`src/rtl/serial_if_pkg.sv`:
```
// Shared types and constants for the 8N1 UART endpoint (uart_serial_interface and serial_rx).
package serial_if_pkg;

    localparam int DATA_BITS  = 8;
    localparam int FRAME_BITS = DATA_BITS + 2;   // start + data + stop

    localparam logic [2:0] LAST_BIT_IDX = 3'(DATA_BITS - 1);

    typedef enum logic [1:0] {
        TX_IDLE,
        TX_START,
        TX_DATA,
        TX_STOP
    } tx_state_t;

    typedef enum logic [1:0] {
        RX_IDLE,
        RX_START,
        RX_DATA,
        RX_STOP
    } rx_state_t;

endpackage

```
`src/rtl/serial_rx.sv`:
```
// UART receiver: pin synchronizer, RX FSM and shift register; emits a byte plus a one-cycle strobe.
// With SERIAL_IF_STOP_CHECK_EN defined it also reports a framing error alongside the strobe.
module serial_rx
    import serial_if_pkg::*;
#(
    parameter logic [15:0] WTIME = 16'h0364
) (
    input  logic                 clk,
    input  logic                 rst,
    input  logic                 line,
    output logic [DATA_BITS-1:0] rx_data,
    output logic                 rx_strobe
`ifdef SERIAL_IF_STOP_CHECK_EN
    ,
    output logic                 frame_err
`endif
);

    localparam logic [15:0] BIT_LAST  = WTIME - 16'd1;
    localparam logic [15:0] HALF_LAST = (WTIME >> 1) - 16'd1;

    rx_state_t             state, state_next;
    logic [1:0]            sync_q;
    logic                  line_s;
    logic                  line_prev;
    logic [15:0]           cnt;
    logic [2:0]            idx;
    logic [DATA_BITS-1:0]  shift;
    logic                  bit_end;
    logic                  half_end;

    assign line_s   = sync_q[1];
    assign bit_end  = (cnt == BIT_LAST);
    assign half_end = (cnt == HALF_LAST);
    assign rx_data  = shift;

    always_ff @(posedge clk) begin
        if (rst) begin
            sync_q    <= 2'b11;
            line_prev <= 1'b1;
            state     <= RX_IDLE;
            cnt       <= '0;
            idx       <= '0;
            shift     <= '0;
            rx_strobe <= 1'b0;
`ifdef SERIAL_IF_STOP_CHECK_EN
            frame_err <= 1'b0;
`endif
        end else begin
            sync_q    <= {sync_q[0], line};
            line_prev <= line_s;
            state     <= state_next;
            rx_strobe <= 1'b0;
            case (state)
                RX_IDLE: begin
                    cnt <= '0;
                    idx <= '0;
                end
                RX_START: cnt <= half_end ? '0 : cnt + 16'd1;
                RX_DATA: begin
                    if (bit_end) begin
                        cnt   <= '0;
                        idx   <= idx + 3'd1;
                        shift <= {line_s, shift[DATA_BITS-1:1]};
                    end else begin
                        cnt <= cnt + 16'd1;
                    end
                end
                RX_STOP: begin
                    if (bit_end) begin
                        cnt       <= '0;
                        rx_strobe <= 1'b1;
`ifdef SERIAL_IF_STOP_CHECK_EN
                        frame_err <= ~line_s;
`endif
                    end else begin
                        cnt <= cnt + 16'd1;
                    end
                end
                default: cnt <= '0;
            endcase
        end
    end

    // Edge detect against line_prev so a stuck-low line (bad stop bit) cannot retrigger a frame.
    always_comb begin
        state_next = state;
        case (state)
            RX_IDLE:  if (line_prev && !line_s) state_next = RX_START;
            RX_START: if (half_end) state_next = line_s ? RX_IDLE : RX_DATA;
            RX_DATA:  if (bit_end && idx == LAST_BIT_IDX) state_next = RX_STOP;
            RX_STOP:  if (bit_end) state_next = RX_IDLE;
            default:  state_next = RX_IDLE;
        endcase
    end

endmodule

```
`src/rtl/uart_serial_interface.sv`:
```
// Full-duplex 8N1 UART endpoint with valid/ready byte streams; TX FSM and RX output register live here.
// Optional SERIAL_IF_STOP_CHECK_EN: drop received frames whose stop bit samples low.
module uart_serial_interface
    import serial_if_pkg::*;
#(
    parameter logic [15:0] WTIME = 16'h0364
) (
    input  logic                 clk,
    input  logic                 rst,
    input  logic                 uart_txd_in,
    output logic                 uart_rxd_out,
    input  logic [DATA_BITS-1:0] i_data,
    input  logic                 i_valid,
    output logic                 i_ready,
    output logic [DATA_BITS-1:0] o_data,
    output logic                 o_valid,
    input  logic                 o_ready
);

    localparam logic [15:0] BIT_LAST = WTIME - 16'd1;

    tx_state_t             tx_state, tx_state_next;
    logic [15:0]           tx_cnt;
    logic [2:0]            tx_idx;
    logic [DATA_BITS-1:0]  tx_byte;
    logic                  tx_bit_end;

    logic [DATA_BITS-1:0]  rx_data;
    logic                  rx_strobe;
    logic                  rx_accept;

    assign tx_bit_end = (tx_cnt == BIT_LAST);

    // NOTE: state registers use non-blocking assignments so every flop samples pre-edge values.
    always_ff @(posedge clk) begin
        if (rst) begin
            tx_state <= TX_IDLE;
            tx_cnt   <= '0;
            tx_idx   <= '0;
            tx_byte  <= '0;
        end else begin
            tx_state <= tx_state_next;
            if (tx_state == TX_IDLE) begin
                tx_cnt <= '0;
                tx_idx <= '0;
                if (i_valid) tx_byte <= i_data;
            end else if (tx_bit_end) begin
                tx_cnt <= '0;
                if (tx_state == TX_DATA) tx_idx <= tx_idx + 3'd1;
            end else begin
                tx_cnt <= tx_cnt + 16'd1;
            end
        end
    end

    // NOTE: default assignment first in every always_comb, so no path leaves a latch behind.
    always_comb begin
        tx_state_next = tx_state;
        case (tx_state)
            TX_IDLE:  if (i_valid) tx_state_next = TX_START;
            TX_START: if (tx_bit_end) tx_state_next = TX_DATA;
            TX_DATA:  if (tx_bit_end && tx_idx == LAST_BIT_IDX) tx_state_next = TX_STOP;
            TX_STOP:  if (tx_bit_end) tx_state_next = TX_IDLE;
            default:  tx_state_next = TX_IDLE;
        endcase
    end

    always_comb begin
        i_ready      = 1'b0;
        uart_rxd_out = 1'b1;
        case (tx_state)
            TX_IDLE:  i_ready = 1'b1;
            TX_START: uart_rxd_out = 1'b0;
            TX_DATA:  uart_rxd_out = tx_byte[tx_idx];
            default:  uart_rxd_out = 1'b1;
        endcase
    end

`ifdef SERIAL_IF_STOP_CHECK_EN
    logic frame_err;

    serial_rx #(.WTIME(WTIME)) u_rx (
        .clk       (clk),
        .rst       (rst),
        .line      (uart_txd_in),
        .rx_data   (rx_data),
        .rx_strobe (rx_strobe),
        .frame_err (frame_err)
    );

    assign rx_accept = rx_strobe && !frame_err;
`else
    serial_rx #(.WTIME(WTIME)) u_rx (
        .clk       (clk),
        .rst       (rst),
        .line      (uart_txd_in),
        .rx_data   (rx_data),
        .rx_strobe (rx_strobe)
    );

    assign rx_accept = rx_strobe;
`endif

    // A byte arriving while o_valid is held is an overrun and is dropped.
    always_ff @(posedge clk) begin
        if (rst) begin
            o_valid <= 1'b0;
            o_data  <= '0;
        end else if (o_valid && o_ready) begin
            o_valid <= 1'b0;
        end else if (rx_accept && !o_valid) begin
            o_valid <= 1'b1;
            o_data  <= rx_data;
        end
    end

endmodule

```
`config.mk`:
```
export PLATFORM = sky130hd
export DESIGN_NAME = uart_serial_interface
export DESIGN_NICKNAME = d
export VERILOG_FILES = /design/src/rtl/serial_if_pkg.sv /design/src/rtl/serial_rx.sv /design/src/rtl/uart_serial_interface.sv
export SDC_FILE = /design/constraint.sdc
export NUM_CORES = 1
export LEC_CHECK = 0
export ABC_AREA = 1
export CORE_AREA = 2 2 79 81
export CTS_CLUSTER_DIAMETER = 40
export DETAILED_ROUTE_END_ITERATION = 7
export DIE_AREA = 0 0 81 83
export GPL_TIMING_DRIVEN = 0
export PLACE_DENSITY = 0.77
export SLEW_MARGIN = 10
export SYNTH_ARGS = -nofsm -noshare
export SYNTH_HDL_FRONTEND = slang
export SYNTH_SLANG_ARGS = --single-unit
```
`constraint.sdc`:
```
create_clock -name clk -period 2.15 [get_ports clk]
set_clock_uncertainty 0.2 [all_clocks]
set_input_delay 0.3225 -clock clk [delete_from_list [all_inputs] [get_ports clk]]
set_output_delay 0.3225 -clock clk [all_outputs]
set_load 0.05 [all_outputs]
```
==> impl_metrics.csv, run 1 <==
group,metric,value,unit
status,status,"finished clean",
place,port_buffers,22,
worst_setup_path,end_kind,"output port",
timing,finalHoldViolations,0,
drt,avgViaCountPerCell,5.097,
synth,synth_fp_nets,459,
cts,cts_made_buffers,9,
floorplanning,dieArea,6723,sq um
power_and_ir_drop,power_density,836.7,nW/um^2
timing,relSlewSlack,66.30,%
synth,ys_ff_latch,71,
synth,async_reset_ff_share,0,%
worst_setup_path,cp_data_arrival_time,1.54,ns
cts,cts_hold_buf,0,
cells_and_area,drive_gt1_share,15.01,%
drt,post_drt_wl_per_cell,11.52,um
cts,clockBufferDepth,2,
synth,synth.distinct_cells,38,
worst_setup_path,start_kind,"flip-flop",
synth,muxShareOfSynthArea,0,%
global_routing,grt_pass1_vias,2559,
worst_hold_path,hold_path.startpoint,"rst",
worst_hold_path,hp-class,"input port to flip-flop",
worst_setup_path,max_stage_delay,0.82,ns
cells_and_area,final_cell_mix,"nor2_1, dfxtp_1, nand2_1, inv_1, o21ai_0",
synth,synth-xor-area-share,2.631,%
worst_setup_path,crit_path_max_fanout,4,
cells_and_area,diodes,0,
drt,ant_nets,0,
timing,min_period,2.064,ns
global_routing,grt_pass1_wl,10.70,mm
floorplanning,pin_count,24,
global_routing,grt_max_degree,13,
synth,synth_top_family_by_area,"simple AND/OR/NAND/NOR gates",
synth,synthSimpleGateAreaFrac,29.65,%
drt,dr.pass1.iters,4,
timing,finalSetupViolations,0,
synth,syn-cell-area,3329,sq um
timing,clock.fmax,484.6,MHz
floorplanning,die_h,83,um
timing,period_share,95.98,%
global_routing,track_usage,20.17,%
drt,drc,0,
synth,synth_compound_area_share,13.04,%
worst_setup_path,critPathTopFamily,"buffers and inverters",
worst_setup_path,critPathRequiredTime,1.63,ns
worst_setup_path,path_cells,"clkdlybuf4s50_1",
floorplanning,fp.coreArea,5816,sq um
place,gp_congestion,0.8467,
global_routing,overflow,0,
worst_setup_path,reg2reg_from,"tx_cnt[0]",
cts,root_buffer,"clkbuf_8",
synth,synth_fa_ha_area_share,4.134,%
place,hpwl,4.648,mm
cells_and_area,nets,492,
synth,syn_area_per_cell,7.654,sq um
cts,cts_tree,"built",
worst_setup_path,critical_path_class,"flip-flop to output port",
drt,wl,6.313,mm
cts,clk_pin_slew_worst_paths,0.07,ns
power_and_ir_drop,power,3.255,mW
timing,drv_slew,0,
timing,rsz0062_at_grt,"no",
job,drv_cap,0,
global_routing,antenna_found_initial,0,
place,place_inst,532,
drt,vias,2793,
timing,whs,0.07435,ns
cells_and_area,area_growth,16.84,%
floorplanning,die_w,81,um
timing,worstMarginPinSlew,0.5039,ns
cells_and_area,fin_cells,548,
power_and_ir_drop,vdd_drop_max,0.0006341,V
worst_setup_path,crit_buf_inv,1,
floorplanning,num_rows,28,
cts,clock_latency,0.35,ns
synth,synth_edf_count,0,
synth,synth_ff_type,"dfxtp_1",
cts,htree_levels,3,
cts,clock-sinks,71,
power_and_ir_drop,p_leak,1.529,nW
synth,yosysWarnings,0,
worst_setup_path,cp_slowest_cell,"clkdlybuf4s50_1",
cells_and_area,fillCellCount,484,
place,pre_cts_ws,-0.2298,ns
drt,drt_iter0_markers,131,
worst_setup_path,crit_path_start,"o_valid",
synth,ys_seq_area_share,42.69,%
synth,syn_inst,435,
timing,layout_setup_ws,0.08633,ns
floorplanning,start_util,57.25,%
## stage by stage
| step | instance area (sq um) | setup TNS (ns) | util [%] |
|---|---|---|---|
| 3_3_place_gp | 3643 | -0.1698 | 62.65 |
| 6_report | 3890 | 0 | 66.89 |
| 3_5_place_dp | 3643 | -0.2298 | 62.65 |
| 5_1_grt | 3890 | 0 | 66.89 |
| 2_1_floorplan | 3329 | 0 | - |
| 4_1_cts | 3886 | 0 | 66.82 |
## worst paths after layout
kind,to,slack [ns],cells past startpoint
max,o_valid,0.09,1
max reg2reg,tx_idx[1],0.31,8
min,u_rx.idx[1],0.07,2
min reg2reg,u_rx.sync_q[1],0.21,1
## cell families after synthesis
logic type | Yosys count
compound gates | 81
xor+xnor | 10
fa+ha+maj | 11
buf+inv | 63
flops | 71
simple gates | 199
## synth_stat cells (all sizes together) (2+ instances only)
library cell	instances	area [sq um]
o211ai	2	15.01
inv	55	206.4
clkbuf	3	13.76
nand2	61	261.5
nor2	92	444.2
nand3	23	150.1
nand4	6	37.54
a211oi	2	20.02
dfxtp	71	1421
xor2	8	70.07
nor3	11	55.05
o21ai	41	205.2
buf	4	37.54
nor4	2	12.51
ha	11	137.6
xnor2	2	17.52
a21oi	32	163.9
or2	3	18.77
## registers in the layout, indices dropped and copies added, names as in the netlist, 2 cells and up, named ones only
register,count
tx_cnt,16
u_rx.idx,3
o_data,8
tx_byte,8
u_rx.rx_data,8
u_rx.sync_q,2
u_rx.cnt,16
tx_idx,3
tx_state,2
## area by class of cell
cell class / count / area, sq um / area share [%]
multi-input cells: 301 / 1650 / 42.43
flip-flops and latches: 71 / 1423 / 36.57
repair buffers: 22 / 216.5 / 5.565
inverters: 56 / 210.2 / 5.404
clock buffers: 10 / 137.6 / 3.538
clock inverters: 6 / 107.6 / 2.766
well taps: 75 / 93.84 / 2.412
plain buffers: 7 / 51.30 / 1.319
## power by group
part	internal, mW	switching, mW
logic	0.193	0.342
clock network	0.798	0.489
registers	1.39	0.0453
## routing by layer
| metal | routed length [um] | vias up | track usage, % | part of all wire [%] |
|---|---|---|---|---|
| met5 | 0 | - | 0 | 0 |
| met4 | 97 | 0 | 7.242 | 1.5 |
| met3 | 215 | 11 | 6.196 | 3.4 |
| met2 | 3070 | 38 | 32.76 | 49 |
| met1 | 2929 | 1273 | 24.93 | 46 |
| li1 | - | 1471 | - | - |
## what timing repair did
item                       CTS  global route
buffers inserted             0             0
pin swaps                    0             0
hold endpoints to repair     0             0
resized for setup            8             5
setup endpoints to repair    2             2
gates cloned                 0             0
No activity file was read; power rests on OpenSTA's default activity.
==> run 2: changes to the inputs <==
ABC_CLOCK_PERIOD_IN_PS = 2150   (was unset)
MAX_ROUTING_LAYER = met4   (was unset)
==> run 2 against run 1 <==
Die area unchanged. Worst hold slack got worse by 0.00066 ns. Flip-flop and latch count unchanged. Fmax about the same. Largest power group unchanged.
==> impl_metrics.csv, run 2 (synthesis results as in run 1) <==
group,metric,value,unit
job,drv_cap,0,
floorplanning,die_w,81,um
cts,htree_levels,3,
timing,period_share,96.02,%
worst_setup_path,critical_path_class,"flip-flop to output port",
global_routing,grt_pass1_vias,2560,
floorplanning,num_rows,28,
power_and_ir_drop,swShare,26.93,%
place,place_inst,532,
worst_hold_path,min_to,"u_rx.idx[1]",
floorplanning,die_h,83,um
floorplanning,pin_count,24,
timing,finalSetupViolations,0,
worst_setup_path,r2r-end,"tx_idx[1]",
worst_hold_path,hp-class,"input port to flip-flop",
worst_setup_path,cp_slowest_cell,"clkdlybuf4s50_1",
cts,clock-sinks,71,
floorplanning,start_util,57.25,%
cts,clk_pin_slew_worst_paths,0.07,ns
power_and_ir_drop,power_frac_comb,16.4,%
timing,whs,0.07369,ns
power_and_ir_drop,switching_power,0.8770,mW
power_and_ir_drop,power_density,837.0,nW/um^2
global_routing,grt_pass1_wl,10.70,mm
worst_setup_path,crit_path_max_fanout,4,
worst_setup_path,start_kind,"flip-flop",
cells_and_area,drive_gt1_share,15.01,%
drt,vias,2788,
cells_and_area,top_regs,"tx_cnt (16), u_rx.cnt (16)",
drt,drc,0,
global_routing,grt_max_degree,13,
worst_setup_path,crit_path_start,"o_valid",
timing,finalHoldViolations,0,
power_and_ir_drop,power,3.256,mW
drt,ant_nets,0,
global_routing,track_usage,20.75,%
power_and_ir_drop,clockPowerShare,39.5,%
cells_and_area,final_cell_mix,"nor2_1, dfxtp_1, nand2_1, inv_1, o21ai_0",
cts,clock_latency,0.35,ns
drt,wl,6.298,mm
timing,min_period,2.064,ns
worst_hold_path,whs_path_depth,2,
cells_and_area,fillCellCount,484,
worst_setup_path,max_stage_delay,0.82,ns
timing,layout_setup_ws,0.08566,ns
worst_hold_path,hold_path.startpoint,"rst",
drt,dr.pass1.iters,4,
drt,post_drt_wl_per_cell,11.49,um
status,status,"finished clean",
worst_setup_path,r2r_slack,0.31,ns
place,pre_cts_ws,-0.2298,ns
cts,root_buffer,"clkbuf_8",
cts,postCtsSetupBuffers,0,
worst_setup_path,r2r_cells,8,
place,port_buffers,22,
timing,rsz0062_at_grt,"no",
power_and_ir_drop,seqPwrFrac,44.0,%
power_and_ir_drop,p_leak,1.529,nW
cells_and_area,diodes,0,
worst_setup_path,reg2reg_from,"tx_cnt[0]",
timing,worstMarginPinSlew,0.5039,ns
worst_setup_path,critPathRequiredTime,1.63,ns
worst_setup_path,critPathTopFamily,"buffers and inverters",
global_routing,antenna_found_initial,0,
timing,drv_slew,0,
place,hpwl,4.648,mm
place,gp_congestion,0.8600,
worst_setup_path,cp_data_arrival_time,1.54,ns
floorplanning,dieArea,6723,sq um
floorplanning,fp.coreArea,5816,sq um
drt,drt_iter0_markers,119,
power_and_ir_drop,vdd_drop_max,0.0006338,V
worst_setup_path,crit_buf_inv,1,
cells_and_area,area_growth,16.84,%
worst_setup_path,path_cells,"clkdlybuf4s50_1",
global_routing,overflow,0,
cts,cts_made_buffers,9,
power_and_ir_drop,internal_power,2.379,mW
cts,cts_tree,"built",
worst_setup_path,end_kind,"output port",
cts,clockBufferDepth,2,
cells_and_area,fin_cells,548,
drt,avgViaCountPerCell,5.088,
timing,relSlewSlack,66.30,%
timing,clock.fmax,484.4,MHz
cells_and_area,nets,492,
==> run 2: final cells by class <==
cell class,instances,area (sq um),area share (%)
clock inverter,6,107.6,2.766
inverter,56,210.2,5.404
tap,75,93.84,2.412
buffer,7,51.30,1.319
sequential,71,1423,36.57
clock buffer,10,137.6,3.538
timing repair buffer,22,216.5,5.565
multi-input combinational,301,1650,42.43
==> run 2: repair_timing <==
action	in CTS	in global routing
hold buffers	0	0
gates resized for setup	8	5
endpoints found under the hold margin	0	0
setup endpoints to repair	2	2
==> run 2: per-stage QoR <==
| step | area [sq um] | utilization [%] | setup TNS (ns) |
|---|---|---|---|
| 2_1_floorplan | 3329 | - | 0 |
| 3_3_place_gp | 3643 | 62.65 | -0.1698 |
| 3_5_place_dp | 3643 | 62.65 | -0.2298 |
| 4_1_cts | 3886 | 66.82 | 0 |
| 5_1_grt | 3890 | 66.89 | 0 |
| 6_report | 3890 | 66.89 | 0 |
==> run 2: routing by layer <==
metal	vias up	part of all wire [%]	GRT usage (%)
met5	-	0	-
met4	0	1.5	7.242
met3	11	3.8	6.196
met2	43	48	32.68
met1	1265	46	25.07
li1	1469	-	-
==> run 2: power by group through the flow <==
stage | Combinational [mW] | Clock (mW) | Sequential (mW)
2_1_floorplan | 0.406 | 0 | 1.45
3_3_place_gp | 0.520 | 0 | 1.46
3_5_place_dp | 0.533 | 0 | 1.46
4_1_cts | 0.525 | 1.32 | 1.43
5_1_grt | 0.605 | 1.37 | 1.44
6_report | 0.534 | 1.29 | 1.43
==> run 2: worst max path at each step <==
stage	endpoint	slack, ns	depth (start not counted)
6_report	o_valid	0.09	1
5_1_grt	uart_rxd_out	0.02	8
4_1_cts	uart_rxd_out	0.01	8
3_5_place_dp	uart_rxd_out	-0.23	8
3_3_place_gp	uart_rxd_out	-0.17	8
2_1_floorplan	uart_rxd_out	0.26	3
